File: config.mk
export PLATFORM = sky130hd
export DESIGN_NAME = display_arbiter
export DESIGN_NICKNAME = d
export VERILOG_FILES = /design/src/rtl/display_arbiter.sv
export SDC_FILE = /design/constraint.sdc
export NUM_CORES = 1
export LEC_CHECK = 0
export CAP_MARGIN = 20
export CORE_ASPECT_RATIO = 1.2
export CORE_MARGIN = 10
export CORE_UTILIZATION = 35
export DETAILED_ROUTE_END_ITERATION = 10
export DONT_BUFFER_PORTS = 1
export PLACE_DENSITY = 0.49
export SLEW_MARGIN = 15
export SYNTH_ARGS = -nofsm -noshare
export SYNTH_HDL_FRONTEND = slang
export SYNTH_SLANG_ARGS = --single-unit
File: constraint.sdc
create_clock -name clk -period 2.7 [get_ports clk]
set_clock_uncertainty 0.15 [all_clocks]
set_input_delay 0.405 -clock clk [delete_from_list [all_inputs] [get_ports clk]]
set_output_delay 0.405 -clock clk [all_outputs]
set_load 0.02 [all_outputs]
File: src/rtl/display_arbiter.sv
// Round-robin arbiter sharing the six-digit display between two level requesters.
// Optional idle timeout back to DEFAULT_NUM is enabled by defining DISP_TIMEOUT_EN.
module display_arbiter #(
    parameter int unsigned HOLD_CYCLES    = 50_000_000,
    parameter int unsigned TIMEOUT_CYCLES = 250_000_000,
    parameter logic [23:0] DEFAULT_NUM    = 24'h000000
) (
    input  logic        clk,
    input  logic        rst,
    input  logic [1:0]  req,
    input  logic [23:0] data0,
    input  logic [23:0] data1,
    output logic [1:0]  ack,
    output logic [23:0] num,
    output logic        src,
    output logic        busy
);

    localparam int unsigned CntW = $clog2(HOLD_CYCLES + 1);

    logic [CntW-1:0] hold_cnt_q, hold_cnt_d;
    logic [23:0]     num_q, num_d;
    logic [1:0]      ack_q, ack_d;
    logic            src_q, src_d;
    logic            busy_q, busy_d;
    logic            rr_q, rr_d;
    logic            grant;
    logic            winner;

`ifdef DISP_TIMEOUT_EN
    localparam int unsigned IdleW = $clog2(TIMEOUT_CYCLES + 1);
    logic [IdleW-1:0] idle_q, idle_d;
`endif

    always_comb begin
        grant      = (hold_cnt_q == '0) && (req != 2'b00);
        // A lone requester wins outright; a tie goes to the round-robin pointer.
        winner     = (req == 2'b11) ? rr_q : req[1];
        hold_cnt_d = hold_cnt_q;
        num_d      = num_q;
        src_d      = src_q;
        rr_d       = rr_q;
        ack_d      = 2'b00;
        if (hold_cnt_q != '0) begin
            hold_cnt_d = hold_cnt_q - CntW'(1);
        end
        if (grant) begin
            num_d      = winner ? data1 : data0;
            src_d      = winner;
            ack_d      = winner ? 2'b10 : 2'b01;
            hold_cnt_d = CntW'(HOLD_CYCLES);
            rr_d       = ~winner;
        end
`ifdef DISP_TIMEOUT_EN
        idle_d = idle_q;
        if (grant || (req != 2'b00)) begin
            idle_d = '0;
        end else if (hold_cnt_q == '0) begin
            if (idle_q == IdleW'(TIMEOUT_CYCLES - 1)) begin
                idle_d = '0;
                num_d  = DEFAULT_NUM;
            end else begin
                idle_d = idle_q + IdleW'(1);
            end
        end
`endif
        busy_d = (hold_cnt_d != '0);
    end

    always_ff @(posedge clk or posedge rst) begin
        if (rst) begin
            hold_cnt_q <= '0;
            num_q      <= DEFAULT_NUM;
            ack_q      <= 2'b00;
            src_q      <= 1'b0;
            busy_q     <= 1'b0;
            rr_q       <= 1'b0;
`ifdef DISP_TIMEOUT_EN
            idle_q     <= '0;
`endif
        end else begin
            hold_cnt_q <= hold_cnt_d;
            num_q      <= num_d;
            ack_q      <= ack_d;
            src_q      <= src_d;
            busy_q     <= busy_d;
            rr_q       <= rr_d;
`ifdef DISP_TIMEOUT_EN
            idle_q     <= idle_d;
`endif
        end
    end

    assign ack  = ack_q;
    assign num  = num_q;
    assign src  = src_q;
    assign busy = busy_q;

endmodule

After elaboration in Yosys (flattened, before gate mapping)
Cells that the tools add are included.
{"block": "totals", "reg_bits": 55, "latch_bits": 0, "ramBits": 0, "rom_bits": 0, "in_bits": 52, "out_inout_bits": 28, "elab_cells": 20, "memories": 0}
{"block": "op_classes", "n_addsub": 1, "mul": 0, "n_div": 0, "n_lt_le_gt_ge": 0, "n_eq_ne": 1, "n_shift": 0, "n_mux": 6, "bitwise": 1, "n_reduce_logical": 5}
{"op": "26-bit two-way mux", "count": 2}
{"op": "26-bit nonzero test", "count": 2}
{"op": "26-bit zero test", "count": 1}
{"op": "26-bit by 1-bit subtractor with 26-bit output (second input constant)", "count": 1}
{"op": "24-bit two-way mux", "count": 1}
{"op": "2-bit two-way mux", "count": 2}
{"op": "2-bit == test (second input constant)", "count": 1}
{"op": "2-bit nonzero test", "count": 1}
{"op": "1-bit logical AND", "count": 1}
{"op": "1-bit two-way mux", "count": 1}
{"op": "1-bit NOT", "count": 1}

Logic depth before layout (Yosys ltp)
{"block": "logic_depth", "depth_word": 4, "ltp_mapped": 11}

Worst setup path before layout
No wires, ideal clock.
{"block": "synth_timing", "kind": "flip-flop to flip-flop", "startpoint": "reg hold_cnt_q[0]", "endpoint": "reg busy_q (netlist: busy)", "setup_ns": 0.140, "arrival_time_ns": 2.482, "t_required_ns": 2.410, "setup_slack_ns": -0.072, "stages_incl_launch_ff": 11, "synth_period_minus_slack_ns": 2.772, "path_cell_list": "dfrtp_1 > buf_6 > inv_1 > ha_1 > nor3b_1 > nand2_1 > or4_4 > a31o_1 > or3_1 > nor4_2 > nand4_1"}
{"block": "synth_between", "elab_chain_cells": 4, "word_cells_on_any_way": 7, "classes_between": "add/sub (1); mux (2); reduce/logical (4)"}
{"element": "start: declaration", "line_no": "21", "rtl": "logic [CntW-1:0] hold_cnt_q, hold_cnt_d;"}
{"element": "start signal: assignment", "line_no": "82", "rtl": "hold_cnt_q <= hold_cnt_d;"}
{"element": "26-bit by 1-bit subtractor with 26-bit output, or another cell as far along", "line_no": "45", "rtl": "hold_cnt_d = hold_cnt_q - CntW'(1);"}
{"element": "26-bit two-way mux / 1-bit logical AND (equally long branches)", "line_no": "44, 36"}
{"element": "26-bit two-way mux *", "line_no": "47", "rtl": "if (grant) begin"}
{"element": "via hold_cnt_d[19]", "line_no": "21"}
{"element": "26-bit nonzero test *", "line_no": "67", "rtl": "busy_d = (hold_cnt_d != '0);"}
{"element": "via busy_d", "line_no": "25", "rtl": "logic busy_q, busy_d;"}
{"element": "end signal: assignment", "line_no": "86", "rtl": "busy_q <= busy_d;"}
{"element": "end: declaration", "line_no": "25"}
The timed path passes the listed nets; every way through them passes the cells marked *.
A chain may end at the register's enable or synchronous reset.

Worst setup path after layout
{"block": "layout_timing", "startpoint": "reg hold_cnt_q[22]", "endpoint": "reg busy_q (netlist: busy)"}
{"block": "layout_between", "elab_chain_cells": 4, "word_cells_on_any_way": 7, "classes_between": "add/sub (1); mux (2); reduce/logical (4)"}
{"element": "26-bit nonzero test / 26-bit zero test (equally long branches)", "line_no": "44, 36"}
{"element": "26-bit two-way mux / 1-bit logical AND (equally long branches)", "line_no": "44, 36"}
{"element": "26-bit two-way mux *", "line_no": "47"}
{"element": "via hold_cnt_d[19]", "line_no": "21"}
{"element": "26-bit nonzero test *", "line_no": "67"}
{"element": "via busy_d", "line_no": "25"}
Marks and branches as above.

==> flow_summary.toml <==
[setup_path]
crit_start = "hold_cnt_q[22]"
worst_ep_arrival_time_ns = 2.76
crit_path_end_kind = "flip-flop"
critPathLaunchType = "flip-flop"
path_cells = "nor4_2 > buf_4 > nand2_2 > or4_4 > a31o_1 > or3_4 > nor4_4 > nand4_1"
slowest_delay_ns = 0.56
required_ns = 2.73
critPathKind = "reg2reg"
rrSetupSlack_ns = -0.03
worst-path-max-fanout = 3
reg2reg_from = "hold_cnt_q[22]"
cpMaxStageDelayCell = "or4_4"

[pwr]
peakVddDrop_v = 0.000303
powerDensity_nw_per_um2 = 439
leakage_nw = 1.53

[global_route]
grt-ovfl-total = 0
grt_max_degree = 30
grt_pass1_vias = 2780
antenna_found_initial = 0
top_usage_layer = "met2"
grt_usage_pct = 14.4
met3_usage_pct = 4.29
grtUsageMet1_pct = 17.9
grt_first_pass_wirelength_um = 14200
grt_use_met2_pct = 22.8

[detailed_routing]
routedWlPerCell_um = 19.0
vias = 2510
first_iter_violations = 175
wl_um = 8550
route.detailed.drc = 0
vias_per_cell = 5.58
final_antenna_net_count = 0
dr.pass1.iters = 4

[sta]
hold_violations = 0
layout_setup_ws_ns = -0.0312
setup_viol = 1
relSlewSlack_pct = 58.3
layout_worst_path_cycle_share_pct = 101
max_freq_mhz = 366
finalHoldWorstSlack_ns = 0.146
tightest_slew_ns = 0.625
period_minus_slack_ns = 2.73
rsz0062_at_grt = "yes"
slew_viol_final = 0

[floorplan]
fp-row-count = 35
initial_core_util_pct = 36.2
die_y_um = 118
io_pins = 80
fp.dieArea_um2 = 12000
die_width_um = 102
core-area_um2 = 7750

[synth]
synthCells = 302
synth_top_area_share_pct = 49.1
syn-num-nets = 356
synth_top_area_cell = "dfrtp_1"
netlist_area_um2 = 2800
yosysSeqAreaShare_pct = 49.1
synth_edf_count = 0
yosys_warnings = 0
yosys.cell_types.count = 47
async_flop_share_pct = 100
synth_area_per_cell_um2 = 9.28
ys.flop_type = "dfrtp_1"
yosys-top-cells-area = "dfrtp_1 (49%), a22oi_1 (6.4%), o21ai_0 (6.3%)"
ys_seq_elements = 55

[finish]
seq_area_um2 = 1380
syn2layout_area_growth_pct = 25.5
drive_above_1_share_pct = 26.5
final_common_cell = "buf_4"
num_antenna_cells = 0
nFillCells = 734
layout_common_cells = "buf_4 (56), dfrtp_1 (53), nand2_1 (44)"
finalNetCount = 411
multiInputGateArea_um2 = 1440
fin_area_um2 = 3520

[run_status]
outcome = "complete, but fails checks"
violations = "negative setup slack"

[clock_tree]
clockBufferDepth = 2
cts_tree = "yes"
clock-sinks = 55
root_buffer = "clkbuf_8"
cts-buffers-inserted = 5
clock_latency_ns = 0.31
clk_pin_slew_ns = 0.11
htreeDepth = 2

[placement]
gp_congestion = 0.842
dpl_cell_area_um2 = 3250
port_buffers = 0
place_hpwl_um = 6550

[hold_path]
worstHoldPathType = "in2reg"
min_from = "data0[20]"

[run]
drv_cap = 0
## Yosys cell counts (all sizes together), types with 2 or more instances
master	instances
a211oi	5
a21oi	9
a22oi	24
a31o	2
and2	3
and3	2
buf	3
clkbuf	9
dfrtp	55
ha	2
inv	8
mux2i	2
nand2	45
nand3	6
nand4	4
nor2	20
nor3	16
nor3b	2
nor4	12
o21a	2
o21ai	35
o21bai	2
o31ai	2
or2	4
or3	6
or4	2
xnor2	6
xor2	3
## worst paths after layout
path | end | cells after the start
worst max-delay path | busy | 8
worst min-delay path | num[20] | 2
worst max register to register | busy | 8
worst min register to register | rr_q | 2
max in group asynchronous | hold_cnt_q[23] | 3
min in group asynchronous | hold_cnt_q[5] | 2
## routing by layer
| metal | vias up | part of all wire, % |
|---|---|---|
| met4 | 0 | 3.2 |
| li1 | 1212 | - |
| met3 | 22 | 6.8 |
| met1 | 1173 | 43 |
| met2 | 103 | 47 |
| met5 | - | 0 |
## final cells by class
cell class              count  area share, %
repair buffers             60           13.3
clock buffers               6           2.06
clock inverters             2          0.462
inverters                   8          0.853
well taps                  92           3.27
multi-input cells         227           40.9
flip-flops and latches     55           39.2
## state kept, by name, summed over array words and instances (netlist names)
register,count
hold_cnt_q,26
src,1
ack,2
rr_q,1
busy,1
num,24
## through the flow
step	util, %	std cells	setup slack [ns]	setup TNS [ns]	total power, mW
finish	45.4	450	-0.0312	-0.0312	1.55
global route	45.4	450	-0.158	-0.158	1.63
CTS	43.7	444	0.00117	0	1.56
detailed placement	42.0	431	-0.00270	-0.00270	1.08
global placement	42.0	431	0.0287	0	1.08
floorplan	-	302	0.0514	0	1.03
## power breakdown
group	switching [mW]	total [mW]	internal, mW
Sequential	0.0677	0.929	0.861
Combinational	0.0792	0.138	0.0590
Clock	0.291	0.479	0.188
## worst max-delay path: cells and delay by family (launching register included)
kind	cells	cell delay, ns
buf+inv	1	0.16
simple gates	6	1.64
compound gates	1	0.21
flops	1	0.43
## logic make-up (layout without fill, tap and decap cells)
logic type,count (synthesis),after routing,share of synthesized area [%]
fa+ha+maj,2,2,0.893
mux,2,2,0.714
simple gates,125,125,23.2
flops,55,55,49.1
xor+xnor,9,9,2.81
buf+inv,20,76,3.04
compound gates,89,89,20.2
## repair_timing
action,4_1_cts,5_1_grt
hold endpoints to repair,26,0
hold buffers,1,0
endpoints found under the setup margin,1,3
pin swaps,5,12
cloned,0,1
buffers inserted,4,5
resized for setup,2,18
Power figures use the tool's default switching activity.
